<file path="config.mk">
export PLATFORM = sky130hd
export DESIGN_NAME = pipe_stall_ctrl
export DESIGN_NICKNAME = d
export VERILOG_FILES = /design/src/rtl/pipe_stall_ctrl.sv
export SDC_FILE = /design/constraint.sdc
export NUM_CORES = 1
export LEC_CHECK = 0
export ABC_CLOCK_PERIOD_IN_PS = 4400
export BUFFER_PORTS_ARGS = -buffer_cell sky130_fd_sc_hd__buf_2
export CAP_MARGIN = 10
export CORE_MARGIN = 3
export CORE_UTILIZATION = 43
export DETAILED_ROUTE_END_ITERATION = 12
export PLACE_DENSITY = 0.91
export RECOVER_POWER = 25
export SYNTH_ARGS = -nofsm -noshare
export SYNTH_HDL_FRONTEND = slang
export SYNTH_SLANG_ARGS = --single-unit
</file>
<file path="constraint.sdc">
create_clock -name clk_i -period 4.4 [get_ports clk_i]
set_input_delay 0.88 -clock clk_i [delete_from_list [all_inputs] [get_ports clk_i]]
set_output_delay 0.88 -clock clk_i [all_outputs]
set_load 0.005 [all_outputs]
</file>
<file path="src/rtl/pipe_stall_ctrl.sv">
// Stall/flush sequencer for load-use, EX branch flush and multi-cycle mul/div; perf counters under PIPE_PERF_CNT_EN.
// Zero-latency combinational controls from state/count/hazards; backpressures the front end only by dropping PCWrite/IFID_Write.
module pipe_stall_ctrl #(
  parameter int unsigned MD_LAT = 4,
  parameter int unsigned CNT_W  = 16
) (
  input  logic             clk_i,
  input  logic             rst_i,
  input  logic             MemRead_EX,
  input  logic [4:0]       Rd_Addr_EX,
  input  logic [4:0]       Rs_Addr_ID,
  input  logic [4:0]       Rt_Addr_ID,
  input  logic             MulDiv_ID,
  input  logic             Branch_Taken_EX,
  output logic             PCWrite,
  output logic             IFID_Write,
  output logic             IDEX_Bubble,
  output logic             IFID_Flush,
  output logic             IDEX_Flush,
  output logic             MulDiv_Go,
  output logic             MulDiv_Abort,
  output logic             MulDiv_Busy,
  output logic [CNT_W-1:0] Stall_Cycles,
  output logic [CNT_W-1:0] Flush_Count
);

  typedef enum logic {
    ST_RUN     = 1'b0,
    ST_MD_BUSY = 1'b1
  } state_t;

  localparam logic [4:0] MD_LOAD = 5'(MD_LAT - 1);

  state_t     r_state;
  state_t     w_state_nxt;
  logic [4:0] r_cnt;
  logic [4:0] w_cnt_nxt;
  logic       w_lu;

  assign w_lu = MemRead_EX && (Rd_Addr_EX != 5'd0) &&
                ((Rd_Addr_EX == Rs_Addr_ID) || (Rd_Addr_EX == Rt_Addr_ID));

  always_ff @(posedge clk_i or negedge rst_i) begin
    if (!rst_i) begin
      r_state <= ST_RUN;
      r_cnt   <= 5'd0;
    end else begin
      r_state <= w_state_nxt;
      r_cnt   <= w_cnt_nxt;
    end
  end

  always_comb begin
    w_state_nxt  = r_state;
    w_cnt_nxt    = r_cnt;
    PCWrite      = 1'b1;
    IFID_Write   = 1'b1;
    IDEX_Bubble  = 1'b0;
    IFID_Flush   = 1'b0;
    IDEX_Flush   = 1'b0;
    MulDiv_Go    = 1'b0;
    MulDiv_Abort = 1'b0;
    MulDiv_Busy  = 1'b0;
    if (rst_i) begin
      MulDiv_Busy = (r_state == ST_MD_BUSY);
      case (r_state)
        ST_RUN: begin
          if (Branch_Taken_EX) begin
            IFID_Flush = 1'b1;
            IDEX_Flush = 1'b1;
          end else if (w_lu) begin
            // The mul/div (if any) retries next cycle once the load has moved on.
            PCWrite     = 1'b0;
            IFID_Write  = 1'b0;
            IDEX_Bubble = 1'b1;
          end else if (MulDiv_ID) begin
            MulDiv_Go   = 1'b1;
            PCWrite     = 1'b0;
            IFID_Write  = 1'b0;
            IDEX_Bubble = 1'b1;
            w_cnt_nxt   = MD_LOAD;
            w_state_nxt = ST_MD_BUSY;
          end
        end
        ST_MD_BUSY: begin
          if (Branch_Taken_EX) begin
            // An older branch in EX squashes the mul/div still waiting in ID.
            MulDiv_Abort = 1'b1;
            IFID_Flush   = 1'b1;
            IDEX_Flush   = 1'b1;
            w_cnt_nxt    = 5'd0;
            w_state_nxt  = ST_RUN;
          end else if (r_cnt != 5'd0) begin
            PCWrite     = 1'b0;
            IFID_Write  = 1'b0;
            IDEX_Bubble = 1'b1;
            w_cnt_nxt   = r_cnt - 5'd1;
          end else begin
            w_state_nxt = ST_RUN;
          end
        end
        default: begin
          w_state_nxt = ST_RUN;
          w_cnt_nxt   = 5'd0;
        end
      endcase
    end
  end

`ifdef PIPE_PERF_CNT_EN
  localparam logic [CNT_W-1:0] CNT_ONE = CNT_W'(1);
  localparam logic [CNT_W-1:0] CNT_MAX = {CNT_W{1'b1}};

  logic [CNT_W-1:0] r_stall_cnt;
  logic [CNT_W-1:0] r_flush_cnt;

  always_ff @(posedge clk_i or negedge rst_i) begin
    if (!rst_i) begin
      r_stall_cnt <= '0;
      r_flush_cnt <= '0;
    end else begin
      if (!PCWrite && (r_stall_cnt != CNT_MAX)) begin
        r_stall_cnt <= r_stall_cnt + CNT_ONE;
      end
      if (IFID_Flush && (r_flush_cnt != CNT_MAX)) begin
        r_flush_cnt <= r_flush_cnt + CNT_ONE;
      end
    end
  end

  assign Stall_Cycles = r_stall_cnt;
  assign Flush_Count  = r_flush_cnt;
`else
  assign Stall_Cycles = '0;
  assign Flush_Count  = '0;
`endif

  a_go_abort_excl: assert property (@(posedge clk_i) disable iff (!rst_i)
    !(MulDiv_Go && MulDiv_Abort));
  a_pc_ifid_match: assert property (@(posedge clk_i) disable iff (!rst_i)
    PCWrite == IFID_Write);

endmodule

</file>
==> impl_metrics.toml <==
[status]
status = "finished clean"

[routing]
avgRoutedWirePerCell_um = 10.3
totalWireLength_um = 1560
final_antenna_net_count = 0
viasPerCell = 4.34
drt-initial-drc-count = 5
vias = 655
drt_pre_antenna_iters = 4
route.detailed.drc = 0

[logic_synthesis]
ys_ff_latch = 6
synth-xor-area-share_pct = 10.8
synthTopCellsByCount = "34 x buf_4, 10 x xor2_1, 9 x nor2_1"
synthMostInstantiatedCell = "buf_4"
synth_cell_types = 28
netlist.area_leader.share_pct = 31.6
synth_top_family_by_area = "buffers and inverters"
muxShareOfSynthArea_pct = 0
seq_area_frac_synth_pct = 18.6
synth_compound_area_share_pct = 18.3
synth_top_cell_by_area = "buf_4"
synth_adder_area_share_pct = 1.55
ys.flop_type = "dfrtp_1"
synth_edf_count = 0
yosysWarningCount = 0
synth.area.top_cells = "buf_4 32%, dfrtp_1 19%, xor2_1 11%"
synthArstFlopShare_pct = 100
syn_area_um2 = 808
synth-simple-area-share_pct = 15.9
syn_area_per_cell_um2 = 8.00
syn_inst = 101

[clock_tree]
cts_sinks = 6
cts.path.max_buffers = 2
clk_pin_slew_ps = 40
clock-root-buffer = "clkbuf_4"
clock_latency_ps = 250
hold_buffers = 0
cts_inserted_buffers = 3
cts_resized = 0
h-tree-depth = 1
post-cts-setup-buffers = 0
cts_tree = "built"

[flow_run]
cap_violations = 0

[worst_hold_path]
hold_end = "r_cnt[4]"
hold_path_class = "reg -> reg"
min_from = "r_cnt[4]"
whs_path_depth = 1

[critical_path]
crit_required_ps = 3520
crit_fanout = 4
r2r_cells = 7
regToRegStartpoint = "r_cnt[0]"
rrSetupSlack_ps = 2470
end_kind = "output port"
cp_common_cell = "buf_2"
crit_type = "in -> out"
rr_endpoint = "r_cnt[3]"
max_stage_delay_ps = 520
path_cells = "buf_2 > or4_1 > o21ai_0 > nor2_1 > o31ai_1 > buf_2"
arrival_ps = 2280
critPathSlowestCell = "or4_1"
startpoint_type = "input port"
worst_path_dominant_cell_family = "simple AND/OR/NAND/NOR gates"
critical_path_buf_inv_count = 2

[power]
power.clock.fraction_pct = 16.1
vdd.ir_drop.worst_mv = 0.268
power_frac_seq_pct = 33.3
p_sw_share_pct = 41.4
p_per_area_nw_per_um2 = 364
p_sw_mw = 0.128
p_int_mw = 0.181
leakage_nw = 0.467
combPwrFrac_pct = 50.6

[layout]
drive_above_1_share_pct = 25.4
fin_util_pct = 48.7
fill_cells = 177
syn_to_final_growth_pct = 5.11
diodes = 0
multi_input_area_um2 = 497
seqCellArea_um2 = 150
final_nets = 149

[grt]
grt_pass1_wl_um = 2530
grt_usage_pct = 13.4
grt_antenna_before_repair = 0
grt_start_max_net_pins = 14
grt_pass1_vias = 582
grt-ovfl-total = 0

[die]
fp.dieArea_um2 = 2440
coreArea_um2 = 1750
ios = 60
chipWidth_um = 49.4
rows = 15
start_util_pct = 46.3
die_y_um = 49.4

[placed_design]
port_buffers = 27
place_hpwl_um = 1290
place_congestion = 0.819

[timing]
tns_ps = 0
relSlewSlack_pct = 60.4
fin_crit_sh_pct = 71.7
grt_setup_unrepaired = "no"
finalHoldViolCount = 0
skew_ps = 6.00
tightestPinTransition_ps = 594
max_freq_mhz = 317
drv_slew = 0
finalSetupViolations = 0
min_period_ps = 3160
cell type report:
type                       count  share of cell area, %
multi-input combinational     86                   58.5
clock buffer                   3                   2.65
sequential                     6                   17.7
inverter                       4                   1.77
timing repair buffer          27                   15.8
tap                           25                   3.68
power groups by stage:
stage / sequential [mW] / combinational [mW] / clock [mW]
finish: 0.103 / 0.156 / 0.0499
floorplan: 0.0903 / 0.145 / 0
detailed placement: 0.104 / 0.157 / 0
global placement: 0.101 / 0.146 / 0
CTS: 0.103 / 0.157 / 0.0524
global route: 0.107 / 0.183 / 0.0562
per-layer routing:
metal	global-route usage, %	vias to the layer above	routed length (um)	part of all wire, %
met5	0	-	0	0
li1	-	326	-	-
met3	7.03	2	195	13
met4	2.84	0	5	0.32
met2	25.4	32	821	53
met1	12.5	295	532	34
kinds of logic (layout without fill, tap and decap cells):
logic type / Yosys count / in the layout
xor+xnor: 10 / 10
flops: 6 / 6
buf+inv: 40 / 34
compound gates: 20 / 20
fa+ha+maj: 1 / 1
other cells: 1 / 32
simple gates: 23 / 23
sequential cells by signal (all words and copies together), names as in the netlist:
register and flops:
r_cnt 5, r_state 1
through the flow:
stage                     area, um2  setup WS [ps]  hold WS [ps]  instances  total power [mW]
after floorplan                 925           1400           460        132             0.236
after global placement          828           1290           475        148             0.247
after detailed placement        828           1240           498        148             0.260
after CTS                       851           1240           488        151             0.312
after global routing            850           1110           523        151             0.347
final                           850           1240           509        151             0.309
worst max-delay path by stage:
stage / startpoint / to / slack, ps / cells after the start
2_1_floorplan: Rd_Addr_EX[1] / PCWrite / 1400 / 5
3_3_place_gp: Rd_Addr_EX[1] / PCWrite / 1290 / 6
3_5_place_dp: Rd_Addr_EX[1] / PCWrite / 1240 / 6
6_report: Rd_Addr_EX[1] / PCWrite / 1240 / 6
5_1_grt: Rd_Addr_EX[1] / PCWrite / 1110 / 6
4_1_cts: Rd_Addr_EX[1] / PCWrite / 1240 / 6
placed cells by master, fill, tap and decap left out:
cell,n
and3_1,1
dfrtp_1,6
o21a_1,3
a21oi_1,4
or2b_1,1
a22oi_1,1
nand2b_1,2
o31ai_1,2
xor2_1,10
inv_1,4
ha_1,1
nand3_1,1
clkbuf_1,1
conb_1,32
nor3_1,2
and2_1,1
a22o_1,2
o21ai_2,1
o31a_1,1
or4_1,2
clkbuf_4,3
a2bb2oi_1,1
or4b_4,1
nor3b_1,2
nor2_1,9
nand2_1,1
o21ai_0,4
buf_2,26
o21bai_4,1
No activity file was read; power rests on OpenSTA's default activity.
